## config.mk

```make
export PLATFORM = sky130hd
export DESIGN_NAME = bram_loader
export DESIGN_NICKNAME = d
export VERILOG_FILES = /design/src/rtl/bram_loader_pkg.sv /design/src/rtl/bram_loader_byte_packer.sv /design/src/rtl/bram_loader.sv
export SDC_FILE = /design/constraint.sdc
export NUM_CORES = 1
export LEC_CHECK = 0
export ABC_AREA = 1
export ABC_CLOCK_PERIOD_IN_PS = 4200
export CAP_MARGIN = 20
export CORE_ASPECT_RATIO = 1.2
export CORE_UTILIZATION = 35
export DETAILED_ROUTE_END_ITERATION = 10
export DONT_BUFFER_PORTS = 1
export PLACE_DENSITY = 0.53
export RECOVER_POWER = 100
export SLEW_MARGIN = 20
export SYNTH_ARGS = -nofsm -noshare
export SYNTH_HDL_FRONTEND = slang
export SYNTH_HIERARCHICAL = 1
export SYNTH_SLANG_ARGS = --single-unit
```

## constraint.sdc

```tcl
create_clock -name clk_i -period 4.2 [get_ports clk_i]
set_input_delay 0.42 -clock clk_i [delete_from_list [all_inputs] [get_ports clk_i]]
set_output_delay 0.42 -clock clk_i [all_outputs]
set_load 0.1 [all_outputs]
```

## src/rtl/bram_loader_pkg.sv

```systemverilog
// bram_loader_pkg: shared types for the BRAM loader slice.
//   state_e    - loader FSM states
//   idx_width  - width of a byte index for a word of bpw bytes (never 0)
package bram_loader_pkg;

  typedef enum logic [1:0] {
    S_IDLE    = 2'd0,
    S_COLLECT = 2'd1,
    S_WRITE   = 2'd2,
    S_DONE    = 2'd3
  } state_e;

  function automatic int idx_width(input int bpw);
    return (bpw > 1) ? $clog2(bpw) : 1;
  endfunction

endpackage

```

## src/rtl/bram_loader_byte_packer.sv

```systemverilog
// bram_loader_byte_packer: packs a byte stream little-endian into W-bit words.
// Ports:
//   clk_i, rstn_i  clock, synchronous active-low reset
//   clr_i          drop any partial word and the full flag
//   push_i         byte_i is consumed this cycle
//   pop_i          consumer has taken word_o; clears full_o
//   byte_i         incoming byte
//   word_o         packed word (byte k in bits [8k+7:8k])
//   full_o         a complete word is waiting to be popped
//   last_o         this push completes the word (combinational)
module bram_loader_byte_packer
  import bram_loader_pkg::*;
#(
  parameter int W = 16
) (
  input  logic         clk_i,
  input  logic         rstn_i,
  input  logic         clr_i,
  input  logic         push_i,
  input  logic         pop_i,
  input  logic [7:0]   byte_i,
  output logic [W-1:0] word_o,
  output logic         full_o,
  output logic         last_o
);

  localparam int BPW   = W / 8;
  localparam int IDX_W = idx_width(BPW);

  logic [IDX_W-1:0] idx_q, idx_d;
  logic [W-1:0]     word_q, word_d;
  logic             full_q, full_d;

  assign last_o = push_i && (idx_q == IDX_W'(BPW - 1));
  assign word_o = word_q;
  assign full_o = full_q;

  always_comb begin
    idx_d  = idx_q;
    word_d = word_q;
    full_d = full_q;
    if (clr_i) begin
      idx_d  = '0;
      full_d = 1'b0;
    end else begin
      if (pop_i) full_d = 1'b0;
      if (push_i) begin
        // Every byte slot is overwritten before the word is used, so no clear is needed.
        word_d[int'(idx_q)*8 +: 8] = byte_i;
        if (last_o) begin
          idx_d  = '0;
          full_d = 1'b1;
        end else begin
          idx_d = idx_q + 1'b1;
        end
      end
    end
  end

  always_ff @(posedge clk_i) begin
    if (!rstn_i) begin
      idx_q  <= '0;
      word_q <= '0;
      full_q <= 1'b0;
    end else begin
      idx_q  <= idx_d;
      word_q <= word_d;
      full_q <= full_d;
    end
  end

endmodule

```

## src/rtl/bram_loader.sv

```systemverilog
// bram_loader: receives a byte stream, packs it into dataWidth_p-bit words and
// writes them to consecutive BRAM addresses, keeping a mod-256 byte checksum.
// Ports:
//   clk_i, rstn_i   clock, synchronous active-low reset
//   start_i         start a load (only honoured when idle)
//   base_addr_i     first write address, captured at start
//   word_count_i    number of words (0..2**memSize_p), captured at start
//   byte_i/byte_valid_i/byte_ready_o  byte stream handshake
//   wr_en_o/wr_addr_o/wr_data_o       BRAM write port
//   busy_o          load in progress
//   done_o          one-cycle completion pulse
//   checksum_o      mod-256 sum of bytes accepted since the last start
module bram_loader
  import bram_loader_pkg::*;
#(
  parameter int memSize_p   = 8,
  parameter int dataWidth_p = 16
) (
  input  logic                   clk_i,
  input  logic                   rstn_i,
  input  logic                   start_i,
  input  logic [memSize_p-1:0]   base_addr_i,
  input  logic [memSize_p:0]     word_count_i,
  input  logic [7:0]             byte_i,
  input  logic                   byte_valid_i,
  output logic                   byte_ready_o,
  output logic                   wr_en_o,
  output logic [memSize_p-1:0]   wr_addr_o,
  output logic [dataWidth_p-1:0] wr_data_o,
  output logic                   busy_o,
  output logic                   done_o,
  output logic [7:0]             checksum_o
);

  if ((dataWidth_p % 8) != 0 || dataWidth_p < 8) begin : g_width_chk
    $error("bram_loader: dataWidth_p must be a non-zero multiple of 8");
  end

  state_e                 state_q, state_d;
  logic [memSize_p-1:0]   addr_q, addr_d;
  logic [memSize_p:0]     cnt_q, cnt_d;
  logic [7:0]             csum_q, csum_d;
  logic                   ready_q, ready_d;
  logic                   wr_en_q, wr_en_d;
  logic                   busy_q, busy_d;
  logic                   done_q, done_d;

  logic                   start_ok, accept, pk_pop, pk_full, pk_last;
  logic [dataWidth_p-1:0] pk_word;

  assign start_ok = (state_q == S_IDLE) && start_i;
  // The full guard keeps an unwritten word from being overwritten even if
  // the ready timing were ever changed.
  assign accept   = byte_valid_i && ready_q && !pk_full;
  assign pk_pop   = (state_q == S_WRITE);

  bram_loader_byte_packer #(.W(dataWidth_p)) u_packer (
    .clk_i  (clk_i),
    .rstn_i (rstn_i),
    .clr_i  (start_ok),
    .push_i (accept),
    .pop_i  (pk_pop),
    .byte_i (byte_i),
    .word_o (pk_word),
    .full_o (pk_full),
    .last_o (pk_last)
  );

  always_comb begin
    state_d = state_q;
    addr_d  = addr_q;
    cnt_d   = cnt_q;
    csum_d  = csum_q;
    case (state_q)
      S_IDLE: begin
        if (start_i) begin
          addr_d  = base_addr_i;
          cnt_d   = word_count_i;
          csum_d  = 8'h00;
          state_d = (word_count_i == '0) ? S_DONE : S_COLLECT;
        end
      end
      S_COLLECT: begin
        if (accept) begin
          csum_d = csum_q + byte_i;
          if (pk_last) state_d = S_WRITE;
        end
      end
      S_WRITE: begin
        addr_d  = addr_q + 1'b1;   // wraps naturally at 2**memSize_p
        cnt_d   = cnt_q - 1'b1;
        state_d = (cnt_q == (memSize_p+1)'(1)) ? S_DONE : S_COLLECT;
      end
      S_DONE:  state_d = S_IDLE;
      default: state_d = S_IDLE;
    endcase
    // Outputs are registered from the next state so they line up with it.
    ready_d = (state_d == S_COLLECT);
    wr_en_d = (state_d == S_WRITE);
    busy_d  = (state_d == S_COLLECT) || (state_d == S_WRITE);
    done_d  = (state_d == S_DONE);
  end

  always_ff @(posedge clk_i) begin
    if (!rstn_i) begin
      state_q <= S_IDLE;
      addr_q  <= '0;
      cnt_q   <= '0;
      csum_q  <= 8'h00;
      ready_q <= 1'b0;
      wr_en_q <= 1'b0;
      busy_q  <= 1'b0;
      done_q  <= 1'b0;
    end else begin
      state_q <= state_d;
      addr_q  <= addr_d;
      cnt_q   <= cnt_d;
      csum_q  <= csum_d;
      ready_q <= ready_d;
      wr_en_q <= wr_en_d;
      busy_q  <= busy_d;
      done_q  <= done_d;
    end
  end

  // addr_q holds the current address for the whole WRITE cycle and the
  // packer word is stable then, so both drive the write port directly.
  assign byte_ready_o = ready_q;
  assign wr_en_o      = wr_en_q;
  assign wr_addr_o    = addr_q;
  assign wr_data_o    = pk_word;
  assign busy_o       = busy_q;
  assign done_o       = done_q;
  assign checksum_o   = csum_q;

endmodule

```

Word-level counts from Yosys, hierarchy flattened
Index checks and enable logic that the tools add are counted.

$add $sub $neg: 5. Eq/ne operators: 9. Shift-type cells: 2. Mux-type cells: 18. Bitwise operators: 2. Reduce and logical (&&, ||, !) cells: 14.

Operators by type and width (count): 4-bit negator with 33-bit output (1); 8-bit by 33-bit variable shift with 16-bit output (first input constant) (1); 8-bit by 33-bit variable part select with 16-bit output (1); 8-bit case mux with 2 select lines (2); 8-bit two-way mux (3); 9-bit case mux with 2 select lines (1); 16-bit bitwise mux (1); 2-bit two-way mux (5); 9-bit by 1-bit equality test with 1-bit output (second input constant) (1); 9-bit logical NOT (1); 9-bit two-way mux (1); 9-bit by 1-bit subtractor with 9-bit output (second input constant) (1); 8-bit by 1-bit adder with 8-bit output (second input constant) (1); 8-bit adder (1); 2-bit equality test (second input constant) (4); 2-bit case mux with 4 select lines (1); 2-bit by 1-bit equality test with 1-bit output (second input constant) (2); 1-bit logical AND (4); 1-bit two-way mux (4); 2-bit AND reduction (2); 2-bit nonzero test (2); 3-bit AND reduction (1); 2-bit logical NOT (1); 2-bit by 1-bit != test with 1-bit output (second input constant) (1); 6 further kinds (7).

Flip-flop bits (word level): 49. Input port bits: 29.

Longest topological paths before layout
Word-level depth: 8. Mapped depth: 11.

Hierarchy
The synthesis kept the hierarchy.

By module, submodules not included: bram_loader (instances 1, cells an instance 289, area an instance 1985.7 µm², sequential area each 620.6 µm²); bram_loader_byte_packer (instances 1, cells an instance 114, area an instance 779.5 µm², sequential area each 360.3 µm²).

Least setup slack after synthesis
Ideal clock, no wire load.

Path type: flip-flop to flip-flop. From: register ready_q, in the netlist byte_ready_o. To: register ready_q, in the netlist byte_ready_o. Data arrival time: 2402 ps. Setup slack: 1689 ps. Cell stages (with the launch flop): 12. Period minus slack after synthesis: 2511 ps. Path through: dfxtp_1 -> nand2_1 -> nor2_1 -> nand2_1 -> inv_1 -> nand2_1 -> nor2_1 -> nand3b_1 -> inv_1 -> ha_1 -> nand2_1 -> inv_1.

Cells in the longest elaborated chain, start to end: 7.

RTL lines: start, declared (RTL line bram_loader.sv:43) `logic ready_q, ready_d;`; start signal, assigned (RTL line bram_loader.sv:119) `ready_q <= ready_d;`; 1-bit logical AND (2 in a row) (RTL line bram_loader.sv:54) `assign accept = byte_valid_i && ready_q && !pk_full;`; named net accept (RTL line bram_loader.sv:48) `logic start_ok, accept, pk_pop, pk_full, pk_last;`; 1-bit logical AND (RTL line bram_loader_byte_packer.sv:34) `assign last_o = push_i && (idx_q == IDX_W'(BPW - 1));`; named net pk_last (RTL line bram_loader.sv:48); 2-bit two-way mux (RTL line bram_loader.sv:86) `if (pk_last) state_d = S_WRITE;`; 2-bit two-way mux (RTL line bram_loader.sv:84) `if (accept) begin`; 2-bit case mux with 4 select lines (RTL line bram_loader.sv:74) `case (state_q)`; 2-bit by 1-bit equality test with 1-bit output (RTL line bram_loader.sv:98) `ready_d = (state_d == S_COLLECT);`; named net ready_d (RTL line bram_loader.sv:43).

The timed path passes the listed nets, and every way through them passes these cells. A chain may end at the register's enable or synchronous reset.

Worst setup path after layout
From: register ready_q, in the netlist byte_ready_o. To: register csum_q[2], in the netlist checksum_o[2].

Cells in the longest elaborated chain, start to end: 4.

RTL lines: 1-bit logical AND (2 in a row) (RTL line bram_loader.sv:54); 2-bit by 1-bit != test with 1-bit output (no line); 3-bit AND reduction (no line); end signal, assigned (RTL line bram_loader.sv:118) `csum_q <= csum_d;`; end, declared (RTL line bram_loader.sv:42) `logic [7:0] csum_q, csum_d;`.

No other way between the ends.

==> flow_summary.ini <==
[cts]
clk_pin_slew_ns = 0.09
ctsResizeCount = 0
cts-hold-fix-buffers = 0
numCtsBuffers = 5
cts_tree = done
insertion_delay_ns = 0.30
cts_root_buffer = clkbuf_8
cts_htree_levels = 2
post_cts_buffers = 0
cts_buffer_depth = 2
cts_sinks = 49

[critical_path]
arrival_ns = 3.07
crit_fanout = 8
start_kind = flop
crit_required_ns = 4.43
r2r_start = byte_ready_o
crit_start = byte_ready_o
critical_path_class = reg -> reg
crit_path_end_kind = flop

[worst_hold_path]
hold_class = in -> reg
min_from = rstn_i

[global_route]
grt_overflow_total = 0
grt_pass1_vias = 2310
antenna_found_initial = 0
grt_start_max_net_pins = 30
track_usage_pct = 15.7
grt_first_pass_wirelength_um = 10600

[sta]
tns_ns = 0
worst_pin_slew_ns = 1.26
hold_slack_ns = 0.225
timing.fmax_mhz = 353
drv_slew = 0
fin_skew_ns = 0.00989
min_period_ns = 2.84
max_slew_margin_pct = 16.1
period_share_pct = 67.5
setup_viol = 0
rsz0062_at_grt = no
hold_viol_final = 0

[floorplan]
row_count = 35
die_x_um = 83.1
fp.dieH_um = 99.4
ios = 65
die_area_um2 = 8260
core_area_um2 = 7660
start_util_pct = 36.1

[logic_synthesis]
synth_area_um2 = 2770
synth_cells = 403
ys_seq_elements = 49
syn_avg_cell_area_um2 = 6.86
synth.distinct_cells = 34
yosys_warnings = 6
synth_nets = 446
seq_area_frac_synth_pct = 35.5

[route]
dr_total_vias = 2356
wire_per_inst_um = 12.3
ant_nets = 0
drt_iter0_markers = 84
drc_errors = 0
dr.pass1.iters = 4
vias_per_cell = 4.77
wl_um = 6060

[final_layout]
diodes = 0
fin_area_um2 = 2870
final_common_cell = nand2_1
drive_above_1_share_pct = 4.73
area_growth_pct = 3.76
nets = 444
fillers = 832
final_cell_mix = nand2_1, nor2_1, inv_1

[power_and_ir_drop]
internal_power_uw = 769
ir_drop_v = 0.000202
switching_share_pct = 32.2
powerDensity_nw_per_um2 = 396
clkPwrFrac_pct = 34.9
p_leak_uw = 0.00138
p_switching_uw = 366
combPwrFrac_pct = 11.3
power.share.sequential_pct = 53.8

[job]
cap_violations = 0

[placement]
routabilityCongestion = 0.769
hpwl_um = 4440
placed_cell_area_um2 = 2800
io_buffers = 0

[outcome]
status = completed
-- layer usage --
metal	GRT usage [%]	vias to the layer above	routed length, µm
met3	3.15	7	322
li1	-	1249	-
met1	18.1	1036	2710
met2	28.6	64	2920
met5	0	-	0
met4	6.10	0	111
-- kinds of logic (layout without fill, tap and decap cells) --
kind of cell / count (synthesis) / after routing / share of synthesized area [%]
flops: 49 / 49 / 35.5
compound gates: 47 / 47 / 9.28
simple gates: 223 / 223 / 36.2
fa+ha+maj: 14 / 14 / 6.61
buf+inv: 66 / 65 / 11.2
xor+xnor: 4 / 4 / 1.27
-- critical path, stage by stage, from the launching register on --
cell and delay [ns]:
dfxtp_1 0.31, clkbuf_1 0.87, nand2_1 0.21, nor3_1 0.65
nor2_1 0.30, inv_1 0.19, o21ai_0 0.09, a21oi_1 0.14
-- path summary, 6_finish.rpt --
check | end | slack, ns | cells after the start
max | checksum_o[2] | 1.36 | 7
min | byte_ready_o | 0.23 | 2
max reg2reg | checksum_o[2] | 1.36 | 7
min reg2reg | cnt_q[7] | 0.48 | 2
-- power groups by stage --
stage | registers [µW] | clock network [µW] | logic (µW)
final | 611 | 396 | 128
after global routing | 615 | 430 | 151
after CTS | 612 | 415 | 135
after detailed placement | 622 | 0 | 135
after global placement | 622 | 0 | 134
after floorplan | 624 | 0 | 114
-- cell usage after synthesis, drive strengths merged --
cell    count  area (µm²)
nand4       3        18.8
ha         13         163
clkbuf      2        7.51
nand2     114         450
fa          1        20.0
and2        1        6.26
a21boi      1        7.51
xnor2       1        8.76
nor3b       2        15.0
xor2        3        26.3
a21oi      23         115
dfxtp      49         981
inv        55         211
nand3      22         148
or2         1        6.26
a211oi      2        15.0
nor2       71         290
o22ai       1        6.26
nor3        5        36.3
a31oi       5        37.5
o21ai      15        75.1
nand3b      4        30.0
buf         9        90.1
-- registers in the layout, indices dropped and copies added (netlist names) --
name             flops
wr_addr_o            8
done_o               1
checksum_o           8
u_packer/word_o     16
busy_o               1
state_q              2
wr_en_o              1
u_packer/full_o      1
cnt_q                9
byte_ready_o         1
u_packer/idx_q       1
-- cell type report --
cell class / count / area (µm²) / share of cell area [%]
tap: 92 / 115 / 4.01
multi-input combinational: 288 / 1420 / 49.5
sequential: 49 / 981 / 34.2
inverter: 55 / 210 / 7.33
clock inverter: 3 / 65.1 / 2.27
clock buffer: 5 / 68.8 / 2.40
timing repair buffer: 2 / 7.51 / 0.262
-- per-stage QoR --
step	power, µW	setup WS (ns)	cells	utilization, %
global route	1200	1.01	494	37.4
CTS	1160	1.93	494	38.3
global placement	756	1.96	486	36.5
floorplan	737	1.69	403	-
detailed placement	757	1.94	486	36.5
finish	1140	1.36	494	37.4
Power figures use the tool's default switching activity.
